File: src/rtl/branch_cond_unit_pkg.sv
// -----------------------------------------------------------------------------
// branch_cond_unit_pkg
// Shared definitions for the branch condition unit:
//   - branch condition-code encodings (NEQ..UNC)
//   - redirect FSM state encodings
//   - bit positions of N, Z and V inside the 3-bit flag vector
//   - helper to sign-extend the 9-bit branch offset to the 16-bit PC width
// No ports (package).
// -----------------------------------------------------------------------------
package branch_cond_unit_pkg;

  // Branch condition codes as they appear on br_cond.
  typedef enum logic [2:0] {
    CondNeq  = 3'b000,  // Z = 0
    CondEq   = 3'b001,  // Z = 1
    CondGt   = 3'b010,  // Z = 0 and N = 0
    CondLt   = 3'b011,  // N = 1
    CondGte  = 3'b100,  // Z = 1, or Z = 0 and N = 0
    CondLte  = 3'b101,  // N = 1 or Z = 1
    CondOvfl = 3'b110,  // V = 1
    CondUnc  = 3'b111   // always
  } brCond_t;

  // Redirect FSM states.
  typedef enum logic [1:0] {
    StIdle     = 2'b00,
    StRedirect = 2'b01,
    StFlush    = 2'b10
  } fsmState_t;

  // Flag vector layout {N, Z, V}.
  localparam int FlagN = 2;
  localparam int FlagZ = 1;
  localparam int FlagV = 0;

  localparam int PcWidth     = 16;
  localparam int OffsetWidth = 9;

  // Sign-extend the branch offset to PC width.
  function automatic logic [PcWidth-1:0] signExtOffset(input logic [OffsetWidth-1:0] off);
    return {{(PcWidth-OffsetWidth){off[OffsetWidth-1]}}, off};
  endfunction

endpackage

File: src/rtl/branch_cond_eval.sv
// -----------------------------------------------------------------------------
// branch_cond_eval
// Purely combinational branch condition evaluator.
// Ports:
//   brCond  in  3  condition code (see brCond_t)
//   flags   in  3  flag vector {N, Z, V}
//   taken   out 1  1 when the condition holds for the given flags
// -----------------------------------------------------------------------------
module branch_cond_eval
  import branch_cond_unit_pkg::*;
(
  input  logic [2:0] brCond,
  input  logic [2:0] flags,
  output logic       taken
);

  logic flagN;
  logic flagZ;
  logic flagV;

  assign flagN = flags[FlagN];
  assign flagZ = flags[FlagZ];
  assign flagV = flags[FlagV];

  always_comb begin
    taken = 1'b0;
    case (brCond)
      CondNeq:  taken = ~flagZ;
      CondEq:   taken = flagZ;
      CondGt:   taken = ~flagZ & ~flagN;
      CondLt:   taken = flagN;
      CondGte:  taken = flagZ | (~flagZ & ~flagN);
      CondLte:  taken = flagN | flagZ;
      CondOvfl: taken = flagV;
      CondUnc:  taken = 1'b1;
      default:  taken = 1'b0;
    endcase
  end

endmodule

File: src/rtl/branch_cond_unit.sv
// -----------------------------------------------------------------------------
// branch_cond_unit
// Branch resolution: flag register, flag forwarding, target adder and a small
// redirect/flush FSM.
// Parameters:
//   FLUSH_CYCLES  cycles flush stays high after a taken branch (1..3),
//                 counting the redirect cycle itself.
// Ports:
//   clk          in   1   rising-edge clock
//   rst_n        in   1   asynchronous active-low reset
//   alu_n/z/v    in   1   ALU flags of the current cycle
//   flags_we     in   1   latch ALU flags into the flag register
//   stall        in   1   freeze everything while high
//   br_valid     in   1   branch presented this cycle
//   br_cond      in   3   condition code
//   br_pc_plus1  in   16  address following the branch
//   br_offset    in   9   signed branch offset
//   flags_out    out  3   registered flags {N,Z,V}
//   take         out  1   registered redirect strobe
//   target       out  16  registered redirect address
//   flush        out  1   squash strobe for younger instructions
// -----------------------------------------------------------------------------
module branch_cond_unit
  import branch_cond_unit_pkg::*;
#(
  parameter int FLUSH_CYCLES = 2
) (
  input  logic        clk,
  input  logic        rst_n,
  input  logic        alu_n,
  input  logic        alu_z,
  input  logic        alu_v,
  input  logic        flags_we,
  input  logic        stall,
  input  logic        br_valid,
  input  logic [2:0]  br_cond,
  input  logic [15:0] br_pc_plus1,
  input  logic [8:0]  br_offset,
  output logic [2:0]  flags_out,
  output logic        take,
  output logic [15:0] target,
  output logic        flush
);

  // Remaining FLUSH-state cycles loaded on a taken branch; the redirect
  // cycle itself accounts for one of the FLUSH_CYCLES.
  localparam logic [1:0] FlushInit = 2'(FLUSH_CYCLES - 1);

  fsmState_t   stateReg,  stateNext;
  logic [1:0]  cntReg,    cntNext;
  logic [2:0]  flagsReg,  flagsNext;
  logic        takeReg,   takeNext;
  logic        flushReg,  flushNext;
  logic [15:0] targetReg, targetNext;

  logic [2:0]  aluFlags;
  logic [2:0]  evalFlags;
  logic [15:0] branchTarget;
  logic        condTrue;

  assign aluFlags = {alu_n, alu_z, alu_v};

  // A flag-setting instruction in the same cycle as the branch is older than
  // the branch, so its flags must be seen before they reach the register.
  assign evalFlags = (flags_we && br_valid) ? aluFlags : flagsReg;

  // 16-bit add wraps naturally.
  assign branchTarget = br_pc_plus1 + signExtOffset(br_offset);

  branch_cond_eval uEval (
    .brCond (br_cond),
    .flags  (evalFlags),
    .taken  (condTrue)
  );

  always_comb begin
    stateNext  = stateReg;
    cntNext    = cntReg;
    flagsNext  = flagsReg;
    takeNext   = takeReg;
    flushNext  = flushReg;
    targetNext = targetReg;

    if (!stall) begin
      // Flag writes from squashed instructions are dropped.
      if (flags_we && !flushReg) begin
        flagsNext = aluFlags;
      end

      takeNext  = 1'b0;
      flushNext = 1'b0;

      case (stateReg)
        StIdle: begin
          if (br_valid && condTrue) begin
            stateNext  = StRedirect;
            cntNext    = FlushInit;
            targetNext = branchTarget;
            takeNext   = 1'b1;
            flushNext  = 1'b1;
          end
        end

        StRedirect: begin
          if (cntReg != 2'd0) begin
            stateNext = StFlush;
            flushNext = 1'b1;
          end else begin
            stateNext = StIdle;
          end
        end

        StFlush: begin
          cntNext = cntReg - 2'd1;
          if (cntReg <= 2'd1) begin
            stateNext = StIdle;
          end else begin
            flushNext = 1'b1;
          end
        end

        default: begin
          stateNext = StIdle;
          cntNext   = 2'd0;
        end
      endcase
    end
  end

  always_ff @(posedge clk or negedge rst_n) begin
    if (!rst_n) begin
      stateReg  <= StIdle;
      cntReg    <= 2'd0;
      flagsReg  <= 3'b000;
      takeReg   <= 1'b0;
      flushReg  <= 1'b0;
      targetReg <= 16'h0000;
    end else begin
      stateReg  <= stateNext;
      cntReg    <= cntNext;
      flagsReg  <= flagsNext;
      takeReg   <= takeNext;
      flushReg  <= flushNext;
      targetReg <= targetNext;
    end
  end

  assign flags_out = flagsReg;
  assign take      = takeReg;
  assign target    = targetReg;
  assign flush     = flushReg;

endmodule

File: config.mk
export PLATFORM = sky130hd
export DESIGN_NAME = branch_cond_unit
export DESIGN_NICKNAME = d
export VERILOG_FILES = /design/src/rtl/branch_cond_unit_pkg.sv /design/src/rtl/branch_cond_eval.sv /design/src/rtl/branch_cond_unit.sv
export SDC_FILE = /design/constraint.sdc
export NUM_CORES = 1
export LEC_CHECK = 0
export ABC_AREA = 1
export CAP_MARGIN = 20
export CORE_MARGIN = 2
export CORE_UTILIZATION = 40
export DETAILED_ROUTE_END_ITERATION = 6
export PLACE_DENSITY_LB_ADDON = 0.2
export RECOVER_POWER = 100
export SLEW_MARGIN = 10
export SYNTH_ARGS = -nofsm -noshare
export SYNTH_HDL_FRONTEND = slang
export SYNTH_SLANG_ARGS = --single-unit
File: constraint.sdc
create_clock -name clk -period 1.5 [get_ports clk]
set_input_delay 0.45 -clock clk [delete_from_list [all_inputs] [get_ports clk]]
set_output_delay 0.45 -clock clk [all_outputs]
set_load 0.05 [all_outputs]
==> impl_results.md, run 1 <==
* Outcome: finished with violations
* Failing checks: negative setup slack
* Syn_area_per_cell at 7.29 sq um
* # fillers at 336
* Slew HR at 0.593
* Req. time, crit path at 1.72 ns
* Final period util at 1.12
* Final Setup Violations at 12
* Mapped Area at 2050 sq um
* Vias in the first global route at 2,445
* Final Hold Viols at 0
* Sequential fraction of the synthesis area at 0.305
* Initial core utilization at 0.409
* Initial antenna violation count at 0
* Clk root buf: clkbuf_8
* Leakage power at 1.77 nW
* Area after DPL at 3290 sq um
* Crit path max fanout at 4
* Max-cap viol count at 0
* Detailed placement HPWL at 4100 microns
* CP startpoint kind: primary input
* Chip height at 75.6 microns
* Total gr overflow at 0
* YS warnings at 0
* Post-synth cell types at 25
* Cells after synthesis at 281
* CTS buffer count at 3
* Crit path time final at 1.68 ns
* Clock Pin Slew Worst Setup and Hold Paths at 0.09 ns
* GRT Total Usage at 0.243
* Mapped Nets at 335
* Critical path's most frequent cell: nand2_1
* Setup WS post-layout at -0.178 ns
* Most frequent cells in the layout: 45 x nand2_1, 43 x buf_4, 30 x nand2_2, 22 x dfrtp_1, 22 x clkbuf_2
* Crit path kind: primary input to register
* Fmax at 596 MHz
* Worst Path Arrival at 1.90 ns
* Register area at 629 sq um
* Placer Congestion at 0.911
* Share of layout cells above drive strength 1 at 0.624
* Drt wl/cell at 15.4 microns
* Clk sinks at 25
* Largest net degree at the start of global routing at 26
* Actual slew at the worst max-slew pin at 0.611 ns
* Core Area at 5010 sq um
* RSZ-0062 raised after global routing: yes
* Die ar. at 5710 sq um
* CTS Buffer Depth at 2
* H-tree levels at 1
* Fin area at 3730 sq um
* TritonRoute pass-1 iters at 4
* Diode count at 0
* Vias at 2,409
* Setup TNS at -0.430 ns
* Peak VDD IR at 0.000600 V
* Worst skew pair latency at 0.27 ns
* Top-level port count at 57
* CP Cell Sequence: buf_8, ha_4, inv_2, fa_2, o21ai_4, nand2_1, nand2_2, nand3_2, nand2_1, nand2_1, nand2_1, nand3_1, nand2_1
* Antenna-violating nets left at 0
* I/O Buffers at 56
* Commonest non-fill, non-tap cell in the layout: nand2_1
* First-pass GRT wire length at 10,700 microns
* Worst hold path class: register to register
* DR iter-0 viols at 167
* Setup crit end kind: register
* Post-layout nets at 449
* Row cnt at 26
* CTS tree: yes
* CP peak stage delay at 0.37 ns
* Die W at 75.6 microns
* Max-slew violations at 0
* Post-Route WL at 7130 microns
* Area Overhead vs Synth at 82.2%
* Setup WS pre-CTS at -0.856 ns
* Area of the multi-input gates at 1970 sq um
* Max Clock Skew at 0.00478 ns
* Flops & latches, synth at 25
* Pwr Density at 1340 nW/um^2
* Drt drc at 0
* Vias per cell at 5.19
* Crit path max-delay cell type: fa_2
[synth_stat cells]
cell / number / area (sq um)
buf_6: 3 / 33.8
o21ai_2: 12 / 105
fa_1: 1 / 20.0
xnor2_1: 7 / 61.3
nand2_1: 81 / 304
nand3_1: 22 / 110
nor2_2: 1 / 6.26
o21a_1: 1 / 7.51
a21boi_0: 1 / 7.51
nand4_1: 1 / 6.26
ha_1: 17 / 213
nor2_1: 23 / 86.3
nand3_4: 1 / 17.5
or2_2: 1 / 6.26
nand3_2: 1 / 10.0
o21ai_0: 9 / 45.0
nand3b_1: 3 / 22.5
a21oi_1: 18 / 90.1
inv_1: 28 / 105
nor3_1: 2 / 10.0
nand2_2: 13 / 81.3
xor2_1: 5 / 43.8
o21ai_1: 3 / 15.0
a21o_1: 2 / 15.0
dfrtp_1: 25 / 626
[critical path: cells and delay by family]
| family | cells | cell delay, ns |
|---|---|---|
| AND/OR/NAND/NOR | 8 | 0.67 |
| buffers and inverters | 2 | 0.10 |
| adder cells (fa/ha/maj) | 2 | 0.50 |
| AO/OA/AOI/OAI | 1 | 0.17 |
[metrics by stage]
stage          power [mW]  std cells  hold slack [ns]   util
3_5_place_dp         4.81        431            0.471  0.657
2_1_floorplan        3.10        281            0.154      -
5_1_grt              5.28        464            0.501  0.745
6_report             5.01        464            0.488  0.745
4_1_cts              5.61        463            0.492  0.775
3_3_place_gp         4.75        431            0.461  0.657
[per-layer routing]
layer | track usage | part of all wire | up-vias
met2 | 0.479 | 0.56 | 89
met3 | 0.0212 | 0.043 | 18
met4 | 0.0780 | 0.026 | 0
met1 | 0.271 | 0.38 | 1161
met5 | 0 | 0 | -
li1 | - | - | 1141
[where the power goes]
part	total [mW]	internal (mW)	switching [mW]
registers	1.27	0.986	0.283
logic	3.34	1.20	2.14
clock network	0.408	0.186	0.222
[repair_timing]
action                                  CTS  global route
buffers inserted                         25             4
gates cloned                              3             0
hold buffers                              0             0
endpoints found under the setup margin   22            23
endpoints found under the hold margin     0             0
resized for setup                       185            66
pin swaps                                61            44
[cells by family (layout without fill, tap and decap cells)]
| group | Yosys count | after routing | synth area share |
|---|---|---|---|
| AO/OA/AOI/OAI | 46 | 46 | 0.139 |
| XOR/XNOR | 12 | 12 | 0.0513 |
| adder cells (fa/ha/maj) | 18 | 18 | 0.114 |
| buffers and inverters | 31 | 144 | 0.0678 |
| flip-flops | 25 | 25 | 0.305 |
| AND/OR/NAND/NOR | 149 | 149 | 0.323 |
[state kept, by name (all words and copies together), names as in the netlist]
register   cells
flags_out      3
flush          1
take           1
stateReg       2
target        16
cntReg         2
[final timing paths]
path,from,to,slack (ns),cells after the start
max in group asynchronous,rst_n,flags_out[2],0.34,2
worst min-delay path,target[15],target[15],0.49,2
worst min register to register,target[15],target[15],0.49,2
worst max register to register,flags_out[1],target[7],0,11
min in group asynchronous,rst_n,target[0],0.72,2
worst max-delay path,br_offset[0],target[14],-0.18,13
[final cells by class]
class	count	area share
clock buffers	3	0.0111
clock inverters	1	0.00134
inverters	28	0.0282
multi-input cells	225	0.528
flip-flops and latches	25	0.169
well taps	70	0.0235
repair buffers	112	0.239
Power figures use the tool's default switching activity.
==> run 2, diff against run 1 <==
CAP_MARGIN = 10   (was 20)
clock period = 1.7 ns   (was 1.5 ns; I/O delays follow)
==> impl_results.md, run 2 (synthesis results as in run 1) <==
* First-pass GRT wire length at 9370 microns
* Area after DPL at 3170 sq um
* Failing checks: negative setup slack
* Clock Pin Slew Worst Setup and Hold Paths at 0.09 ns
* Slew HR at 0.571
* Post-layout nets at 435
* Core Area at 5010 sq um
* Area of the multi-input gates at 1720 sq um
* CTS buffer count at 3
* Final period util at 1.00
* Setup crit end kind: register
* Leakage power at 1.63 nW
* R2r worst-path depth at 9
* Final Hold Viols at 0
* TritonRoute pass-1 iters at 4
* # fillers at 427
* H-tree levels at 1
* CP startpoint kind: primary input
* Reg-to-Reg End: target[2]
* Vias per cell at 4.97
* DR iter-0 viols at 140
* Diode count at 0
* Max-cap viol count at 0
* Die ar. at 5710 sq um
* Crit path kind: primary input to register
* WHS Endpoint: target[15]
* Top-level port count at 57
* Fin area at 3360 sq um
* Die W at 75.6 microns
* Register area at 627 sq um
* Setup slack, reg-to-reg at 0.11 ns
* Max-slew violations at 0
* Worst hold start: target[15]
* Initial antenna violation count at 0
* Placer Congestion at 0.920
* Antenna-violating nets left at 0
* Total gr overflow at 0
* Fmax at 586 MHz
* Actual slew at the worst max-slew pin at 0.643 ns
* Post-Route WL at 6110 microns
* Clk root buf: clkbuf_8
* R2R Path Start: flags_out[2]
* Share of layout cells above drive strength 1 at 0.479
* Max Clock Skew at 0.00462 ns
* Post-CTS Hold Fix Bufs at 0
* Worst hold path class: register to register
* CTS Buffer Depth at 2
* Crit path time final at 1.71 ns
* Largest net degree at the start of global routing at 26
* Clk sinks at 25
* Commonest non-fill, non-tap cell in the layout: nand2_1
* GRT Total Usage at 0.217
* I/O Buffers at 56
* Detailed placement HPWL at 3930 microns
* Pwr Density at 1200 nW/um^2
* Max FFs per register at 16
* Worst skew pair latency at 0.27 ns
* Initial core utilization at 0.409
* Req. time, crit path at 1.87 ns
* Chip height at 75.6 microns
* Outcome: finished with violations
* Vias at 2,237
* Vias in the first global route at 2,117
* Crit path max fanout at 4
* Worst Path Arrival at 1.88 ns
* Fin util at 0.671
* Setup WS post-layout at -0.00645 ns
* Most frequent cells in the layout: 56 x nand2_1, 37 x buf_4, 34 x nand2_2, 28 x clkbuf_2, 24 x dfrtp_1
* Drt drc at 0
* Drt wl/cell at 13.6 microns
* Peak VDD IR at 0.000476 V
* Area Overhead vs Synth at 64.1%
* WHS Path Cells at 2
* CTS tree: yes
* Row cnt at 26
* Final Setup Violations at 1
* RSZ-0062 raised after global routing: yes
==> run 2: area by class of cell <==
cell class | count | share of cell area
Clock buffer | 4 | 0.0134
Inverter | 28 | 0.0313
Multi-Input combinational cell | 225 | 0.513
Sequential cell | 25 | 0.186
Tap cell | 70 | 0.0261
Timing Repair Buffer | 98 | 0.230
==> run 2: worst max path at each step <==
| stage | from | endpoint | slack [ns] | depth (start not counted) |
|---|---|---|---|---|
| 2_1_floorplan | br_pc_plus1[0] | target[14] | -0.06 | 11 |
| 5_1_grt | br_pc_plus1[8] | target[10] | -0.07 | 9 |
| 4_1_cts | br_pc_plus1[2] | target[11] | 0.0001 | 9 |
| 6_report | br_pc_plus1[2] | target[11] | -0.006 | 9 |
| 3_5_place_dp | br_pc_plus1[0] | target[14] | -0.71 | 12 |
| 3_3_place_gp | br_offset[8] | target[15] | -0.68 | 10 |
==> run 2: what timing repair did <==
| item | 4_1_cts | 5_1_grt |
|---|---|---|
| hold endpoints to repair | 0 | 0 |
| endpoints found under the setup margin | 22 | 22 |
| cloned | 3 | 0 |
| resized for setup | 107 | 62 |
| pin swaps | 31 | 31 |
| buffers inserted | 6 | 5 |
==> run 2: metal layers <==
metal	vias up	share of wire	GRT usage
li1	1114	-	-
met1	1040	0.43	0.262
met2	64	0.51	0.383
met3	19	0.037	0.0278
met4	0	0.030	0.0994
met5	-	0	0
==> run 2: power breakdown <==
| part | total [mW] | internal [mW] | leakage, nW | switching (mW) |
|---|---|---|---|---|
| Sequential | 1.07 | 0.867 | 0.314 | 0.200 |
| Clock | 0.362 | 0.168 | 0.0228 | 0.194 |
| Combinational | 2.61 | 0.888 | 1.30 | 1.72 |
| Total | 4.04 | 1.92 | 1.63 | 2.12 |
==> run 2: per-stage QoR <==
step	worst slack (ns)	std cells	hold slack [ns]	total power [mW]	TNS, ns
global placement	-0.676	432	0.456	4.13	-11.75
global route	-0.0682	450	0.509	4.27	-0.411
floorplan	-0.0645	281	0.214	2.69	-0.0967
detailed placement	-0.708	432	0.461	4.17	-12.21
CTS	0.000142	445	0.481	4.73	0
finish	-0.00645	450	0.486	4.04	-0.00645
==> run 2: critical path: stages <==
cell and delay (ns):
dlygate4sd2_1 0.26, ha_4 0.26, a21oi_2 0.15, nand2_2 0.09, nand2_1 0.08, nand2_2 0.10, a21oi_2 0.17, xor2_1 0.20
o21ai_2 0.06
